--- src/rtl/led_speed_ctrl.sv ---
// Button-driven blink-rate controller: short press cycles the speed, long press toggles pause.
// Button path: 2 sync flops plus DEBOUNCE_CYC; oTick is a one-cycle strobe every period+1 active cycles.
module led_speed_ctrl #(
   parameter int          DEBOUNCE_CYC = 270000,
   parameter int          LONG_CYC     = 54000000,
   parameter logic [25:0] P_SLOW       = 26'd27000000 - 26'd1,
   parameter logic [25:0] P_MID        = 26'd13500000 - 26'd1,
   parameter logic [25:0] P_FAST       = 26'd2700000 - 26'd1
) (
   input  logic        CLK,
   input  logic        RESETn,
   input  logic        iBtnn,
   output logic [25:0] oPeriod,
   output logic [1:0]  oSpeed,
   output logic        oPaused,
   output logic        oTick
);

   localparam int              DW       = $clog2(DEBOUNCE_CYC + 1);
   localparam int              HW       = $clog2(LONG_CYC + 1);
   localparam logic [DW-1:0]   DEB_LAST = DW'(DEBOUNCE_CYC - 1);
   localparam logic [HW-1:0]   HOLD_MAX = HW'(LONG_CYC);

   typedef enum logic [1:0] {IDLE, HELD, LONG, WAIT_REL} state_t;

   logic          r_sync1;
   logic          r_sync2;
   logic          w_btn;
   logic          r_deb;
   logic          r_deb_q;
   logic          w_rise;
   logic [DW-1:0] r_stab_cnt;
   logic [DW-1:0] r_arm_cnt;
   logic          r_armed;
   state_t        r_state;
   logic [HW-1:0] r_hold;
   logic          r_adv;
   logic          r_paused;
   logic [1:0]    r_speed;
   logic [25:0]   r_cnt;
   logic [25:0]   w_period;

   assign w_btn  = ~r_sync2;
   assign w_rise = r_deb & ~r_deb_q;

   always_ff @(posedge CLK or negedge RESETn) begin
      if (!RESETn) begin
         r_sync1 <= 1'b1;
         r_sync2 <= 1'b1;
      end else begin
         r_sync1 <= iBtnn;
         r_sync2 <= r_sync1;
      end
   end

   // A press still held across reset must be seen released before a new press is accepted.
   always_ff @(posedge CLK or negedge RESETn) begin
      if (!RESETn) begin
         r_deb      <= 1'b0;
         r_deb_q    <= 1'b0;
         r_stab_cnt <= '0;
         r_arm_cnt  <= '0;
         r_armed    <= 1'b0;
      end else begin
         r_deb_q <= r_deb;
         if (w_btn != r_deb) begin
            if (r_stab_cnt == DEB_LAST) begin
               r_deb      <= w_btn;
               r_stab_cnt <= '0;
            end else begin
               r_stab_cnt <= r_stab_cnt + 1'b1;
            end
         end else begin
            r_stab_cnt <= '0;
         end
         if (!r_armed) begin
            if (!w_btn && !r_deb) begin
               if (r_arm_cnt == DEB_LAST) r_armed <= 1'b1;
               else                       r_arm_cnt <= r_arm_cnt + 1'b1;
            end else begin
               r_arm_cnt <= '0;
            end
         end
      end
   end

   always_ff @(posedge CLK or negedge RESETn) begin
      if (!RESETn) begin
         r_state  <= IDLE;
         r_hold   <= '0;
         r_adv    <= 1'b0;
         r_paused <= 1'b0;
      end else begin
         r_adv <= 1'b0;
         case (r_state)
            IDLE: begin
               if (w_rise && r_armed) begin
                  r_state <= HELD;
                  r_hold  <= '0;
               end
            end
            HELD: begin
               if (r_hold == HOLD_MAX) begin
                  r_state <= LONG;
               end else if (!r_deb) begin
                  r_adv   <= 1'b1;
                  r_state <= IDLE;
               end else begin
                  r_hold <= r_hold + 1'b1;
               end
            end
            LONG: begin
               r_paused <= ~r_paused;
               r_state  <= WAIT_REL;
            end
            WAIT_REL: begin
               if (!r_deb) r_state <= IDLE;
            end
            default: r_state <= IDLE;
         endcase
      end
   end

   always_comb begin
      w_period = P_SLOW;
      case (r_speed)
         2'd1:    w_period = P_MID;
         2'd2:    w_period = P_FAST;
         default: w_period = P_SLOW;
      endcase
   end

   // A speed change restarts the period; ">=" lets a stale count above a shorter period wrap at once.
   always_ff @(posedge CLK or negedge RESETn) begin
      if (!RESETn) begin
         r_speed <= 2'd0;
         r_cnt   <= '0;
      end else if (r_adv) begin
         r_speed <= (r_speed == 2'd2) ? 2'd0 : r_speed + 2'd1;
         r_cnt   <= '0;
      end else if (!r_paused) begin
         if (r_cnt >= w_period) r_cnt <= '0;
         else                   r_cnt <= r_cnt + 26'd1;
      end
   end

   assign oPeriod = w_period;
   assign oSpeed  = r_speed;
   assign oPaused = r_paused;
   assign oTick   = !r_paused && !r_adv && (r_cnt >= w_period);

endmodule

--- config.mk ---
export PLATFORM = sky130hd
export DESIGN_NAME = led_speed_ctrl
export DESIGN_NICKNAME = d
export VERILOG_FILES = /design/src/rtl/led_speed_ctrl.sv
export SDC_FILE = /design/constraint.sdc
export NUM_CORES = 1
export LEC_CHECK = 0
export CAP_MARGIN = 25
export CORE_MARGIN = 3
export CORE_UTILIZATION = 47
export DETAILED_ROUTE_END_ITERATION = 10
export PLACE_DENSITY = 0.65
export SETUP_SLACK_MARGIN = 0.4
export SYNTH_ARGS = -nofsm -noshare
export SYNTH_HDL_FRONTEND = slang
export SYNTH_SLANG_ARGS = --single-unit
--- constraint.sdc ---
create_clock -name CLK -period 7.65 [get_ports CLK]
set_input_delay 1.53 -clock CLK [delete_from_list [all_inputs] [get_ports CLK]]
set_output_delay 1.53 -clock CLK [all_outputs]
set_load 0.01 [all_outputs]
==> impl_summary.md <==
Yosys
The synthesized design devotes to its leading area cell type a little over two fifths of total area. After Yosys synthesis, and, or, nand and nor cells account for 25.65% of the synthesized area. The synthesized netlist contains 57 unique library cells. The biggest area contributor in the post-synthesis netlist is sky130_fd_sc_hd__dfrtp_1.

The post-synthesis async set-or-reset flop share is 100.0%. The dominant register cell in the synthesized netlist is sky130_fd_sc_hd__dfrtp_1. The post-synthesis xor/xnor area fraction is ~7%. The synthesized netlist cell count is 629.

The number of warnings reported in the yosys synthesis log is 0. The proportion of synthesized chip area in sequential cells is between 40% and 50%. The post-synthesis adder-cell area fraction is under 10%.

After synthesis, the largest family of logic cells by area is simple AND/OR/NAND/NOR gates. The average size of a mapped cell is 9.134 um^2. The post-synthesis compound-gate area fraction is 11.63%. Synthesis inferred 101 register bits.

The multiplexer share of the synthesized area is 1.568%. The cell area after synthesis is approximately 0.0057 mm^2. Yosys attributes the largest share of cell area to sky130_fd_sc_hd__dfrtp_1 43%, sky130_fd_sc_hd__nor2_1 4.6%, sky130_fd_sc_hd__nand2_1 4.2%, sky130_fd_sc_hd__ha_1 4.1%, sky130_fd_sc_hd__xor2_1 4.0%.

The number of flops mapped to enable cells by yosys is 0.

Die
The core footprint is 0.01166 mm^2. The width of the die is 116.6 um. The floorplan step defined a die boundary enclosing 0.01359 mm^2. The die boundary height is between 100 and 150 um. The initial cell density of the core is between 40% and 50%. The top-level I/O count is 33.

The floorplan row count is 39.

Worst hold path
The startpoint identified for the worst hold timing path is r_sync1. The destination of the worst hold path is r_sync2. The number of cells traversed by the worst hold path is 0.

The min-delay analysis places its worst path in the category reg2reg.

Timing
The portion of the clock cycle consumed by the worst path in the final layout is between 60% and 70%. Setup violations remaining at the end of the flow were counted as 0. The worst pin sits at a relative slew slack of 42.55%. Subtracting the final worst setup slack from the clock period gives 5.029 ns.

Setup total negative slack on the finished layout was measured at 0 ns. The total count of hold-check failures in the final report came to 0. The slack of the critical path is between 2 and 3 ns. The number of pins exceeding their max-slew limit in the final report was 0. Based on the critical path, the design can be clocked at up to 198.8 MHz. Setup repair after global routing left no endpoint under its margin. For the pin with the worst max-slew slack, the measured transition is 0.8545 ns.

Across the routed clock network, the largest skew measured is 0.009586 ns.

Run
The reported max-cap violation count is 0.

CTS
In this run, post-CTS repair resized a total of 0 instances. In this run the deepest clock path goes through 2 buffers. The clock tree from TritonCTS is yes.

TritonCTS created 9 clock buffers. CTS built an H-tree with a depth of 3. The clock latency of the later-clocked register in the worst-skew pair is 0.35 ns. The count of hold-fix buffers inserted at cts is 0. The clock tree root buffer cell is sky130_fd_sc_hd__clkbuf_16. The post-CTS setup buffer count is 0. After clock tree synthesis, the clock-pin slew on the worst setup and hold paths is 0.08 ns. Clock tree synthesis found a total of 101 sinks.

Pwr
In this run the static leakage power is around 2.7 nW. Dividing total power by cell area gives a power density of 165.6 mW/mm^2. The worst voltage drop across the vdd grid is 94.48 uV. The total power after layout is 1.040 mW.

Place
Input and output buffers added on the ports amount to 21. The final weighted congestion in routability-driven placement is 0.8583. Before CTS, the worst setup slack after placement is approximately 3.0 ns. The detailed placement HPWL is 8074 um.

Critical path
The endpoint type of the worst setup path is a primary output. The worst setup path is launched from a register. Data on the critical path arrives at its endpoint at 3.50 ns. The kind of critical path is reg2out. The worst-case reg-to-reg path depth is 10. Along the worst path, the maximum fanout reaches 10. The flop-to-flop setup slack is approximately 4.3 ns. In this run the critical register-to-register path is captured at r_cnt[23]. Data on the critical path is required at its endpoint by 6.12 ns.

The worst register-to-register path begins at oSpeed[0].

Detailed routing
After detailed routing, the total wire length is 11710 um. The routed wirelength normalized by instance count is 15.01 um. Using the TritonRoute via totals, the vias-per-cell ratio works out to around 5.8.

The count of routing violations after the opening detailed-route iteration is 210. The vias after detailed routing is ~4.5k. After detailed routing, the number of remaining DRC violations is 0.

The number of nets with antenna violations after routing is 0. Before antenna repair, the detailed router went through 5 iterations.

GRT
The remaining global-route overflow is 0. The first global-routing pass estimated 20420 um of wire. The initial antenna violation count was 0. The global-route usage over all layers is 18.50%. The via count of the first global-routing pass is 4383. The largest net degree at the start of global routing is 77.

Finish
The number of antenna diodes in the final layout is 0. The area growth from synthesis to layout is 9.320%. In the final layout, the share of cells above drive strength 1 is 6.279%.

In the final design database the tool counted 654 nets.

Outcome
The flow ran to the end, and the final reports show no timing, DRC or antenna violations.
synth_stat cells (18+ instances only):
cell / count
sky130_fd_sc_hd__a31oi_1: 18
sky130_fd_sc_hd__buf_4: 21
sky130_fd_sc_hd__nand2_1: 65
sky130_fd_sc_hd__nand4_1: 25
sky130_fd_sc_hd__clkbuf_1: 19
sky130_fd_sc_hd__dfrtp_1: 99
sky130_fd_sc_hd__xnor2_1: 19
sky130_fd_sc_hd__inv_1: 22
sky130_fd_sc_hd__xor2_1: 26
sky130_fd_sc_hd__nand3_1: 36
sky130_fd_sc_hd__ha_1: 19
sky130_fd_sc_hd__nor2_1: 70
sky130_fd_sc_hd__o21ai_0: 21
power breakdown:
part           switching, mW  total, mW  leakage, nW  internal [mW]
clock network          0.215      0.474        0.152          0.259
registers            0.00257      0.540         1.39          0.537
logic                 0.0197     0.0261         1.12        0.00644
total                  0.238       1.04         2.66          0.803
per-layer routing:
metal	routed length, um	GRT usage (%)	vias up	part of all wire (%)
li1	-	-	2215	-
met1	5652	25.50	2212	48
met2	5405	29.18	104	46
met3	519	4.352	9	4.4
met4	130	5.657	0	1.1
met5	0	0	-	0
flip-flops by register name, indices dropped and copies added, names as in the netlist:
signal      flops
r_deb           1
r_arm_cnt      19
r_hold         26
r_sync2         1
oPaused         1
r_deb_q         1
r_adv           1
r_cnt          26
r_state         2
r_sync1         1
r_armed         1
r_stab_cnt     19
oSpeed          2
kinds of logic (layout without fill, tap and decap cells):
logic type | Yosys count | after routing
and+or+nand+nor | 290 | 290
DFF | 101 | 101
AOI/OAI and AO/OA | 97 | 97
buffers and inverters | 66 | 65
xor gates and xnor gates | 45 | 45
adders and majority gates | 19 | 19
muxes | 9 | 9
other | 2 | 11
critical path: stages (launching register included):
cell                              delay, ns
sky130_fd_sc_hd__dfrtp_1               0.39
sky130_fd_sc_hd__inv_1                 0.11
sky130_fd_sc_hd__ha_1                  0.45
sky130_fd_sc_hd__ha_1                  0.38
sky130_fd_sc_hd__nand2_1               0.08
sky130_fd_sc_hd__or4_4                 0.51
sky130_fd_sc_hd__a2111oi_4             0.39
sky130_fd_sc_hd__o31ai_4               0.13
sky130_fd_sc_hd__a21oi_1               0.16
sky130_fd_sc_hd__clkdlybuf4s50_1       0.55
metrics by stage:
step           hold slack [ns]  cell area [um^2]  utilization (%)  cells
6_report                0.3584              6281            53.86    780
5_1_grt                 0.3663              6281            53.86    780
4_1_cts                 0.3598              6254            53.62    779
3_5_place_dp            0.3487              5947            50.99    763
3_3_place_gp            0.3484              5947            50.99    763
2_1_floorplan           0.3452              5779                -    638
worst max path at each step:
stage                     slack, ns       from     to  cells after the start
after floorplan                3.29  oSpeed[0]  oTick                      9
after global placement         3.07  oSpeed[0]  oTick                      9
after detailed placement       2.97  oSpeed[0]  oTick                      9
after CTS                      2.59  oSpeed[0]  oTick                      9
after global routing           2.44  oSpeed[0]  oTick                      9
final                          2.62  oSpeed[0]  oTick                      9
cells in the final DEF (no fill, tap or decap), types with 3 or more instances in the layout:
cell type / n
sky130_fd_sc_hd__a21o_1: 3
sky130_fd_sc_hd__a21oi_1: 16
sky130_fd_sc_hd__a22o_1: 5
sky130_fd_sc_hd__a31o_2: 3
sky130_fd_sc_hd__a31oi_1: 18
sky130_fd_sc_hd__and2_1: 6
sky130_fd_sc_hd__and3_1: 16
sky130_fd_sc_hd__and4_1: 5
sky130_fd_sc_hd__buf_4: 6
sky130_fd_sc_hd__clkbuf_16: 9
sky130_fd_sc_hd__clkdlybuf4s50_1: 20
sky130_fd_sc_hd__conb_1: 11
sky130_fd_sc_hd__dfrtp_1: 99
sky130_fd_sc_hd__ha_1: 19
sky130_fd_sc_hd__inv_1: 22
sky130_fd_sc_hd__mux2i_1: 9
sky130_fd_sc_hd__nand2_1: 65
sky130_fd_sc_hd__nand2b_1: 3
sky130_fd_sc_hd__nand3_1: 36
sky130_fd_sc_hd__nand4_1: 25
sky130_fd_sc_hd__nand4b_1: 3
sky130_fd_sc_hd__nor2_1: 70
sky130_fd_sc_hd__nor2b_1: 6
sky130_fd_sc_hd__nor3_1: 13
sky130_fd_sc_hd__nor4_1: 10
sky130_fd_sc_hd__nor4b_1: 4
sky130_fd_sc_hd__o21ai_0: 21
sky130_fd_sc_hd__o21ai_1: 4
sky130_fd_sc_hd__o311ai_1: 8
sky130_fd_sc_hd__o31ai_1: 7
sky130_fd_sc_hd__or2_2: 6
sky130_fd_sc_hd__or3_1: 9
sky130_fd_sc_hd__xnor2_1: 19
sky130_fd_sc_hd__xor2_1: 26
area by class of cell:
class	count	area, um^2
Clock buffer	9	225.2
Clock inverter	7	81.33
Fill cell	1054	5381
Inverter	22	82.58
Multi-Input combinational cell	471	2910
Sequential cell	101	2530
Tap cell	143	178.9
Timing Repair Buffer	27	272.8
Note: power is estimated with default switching activity, not from simulation.
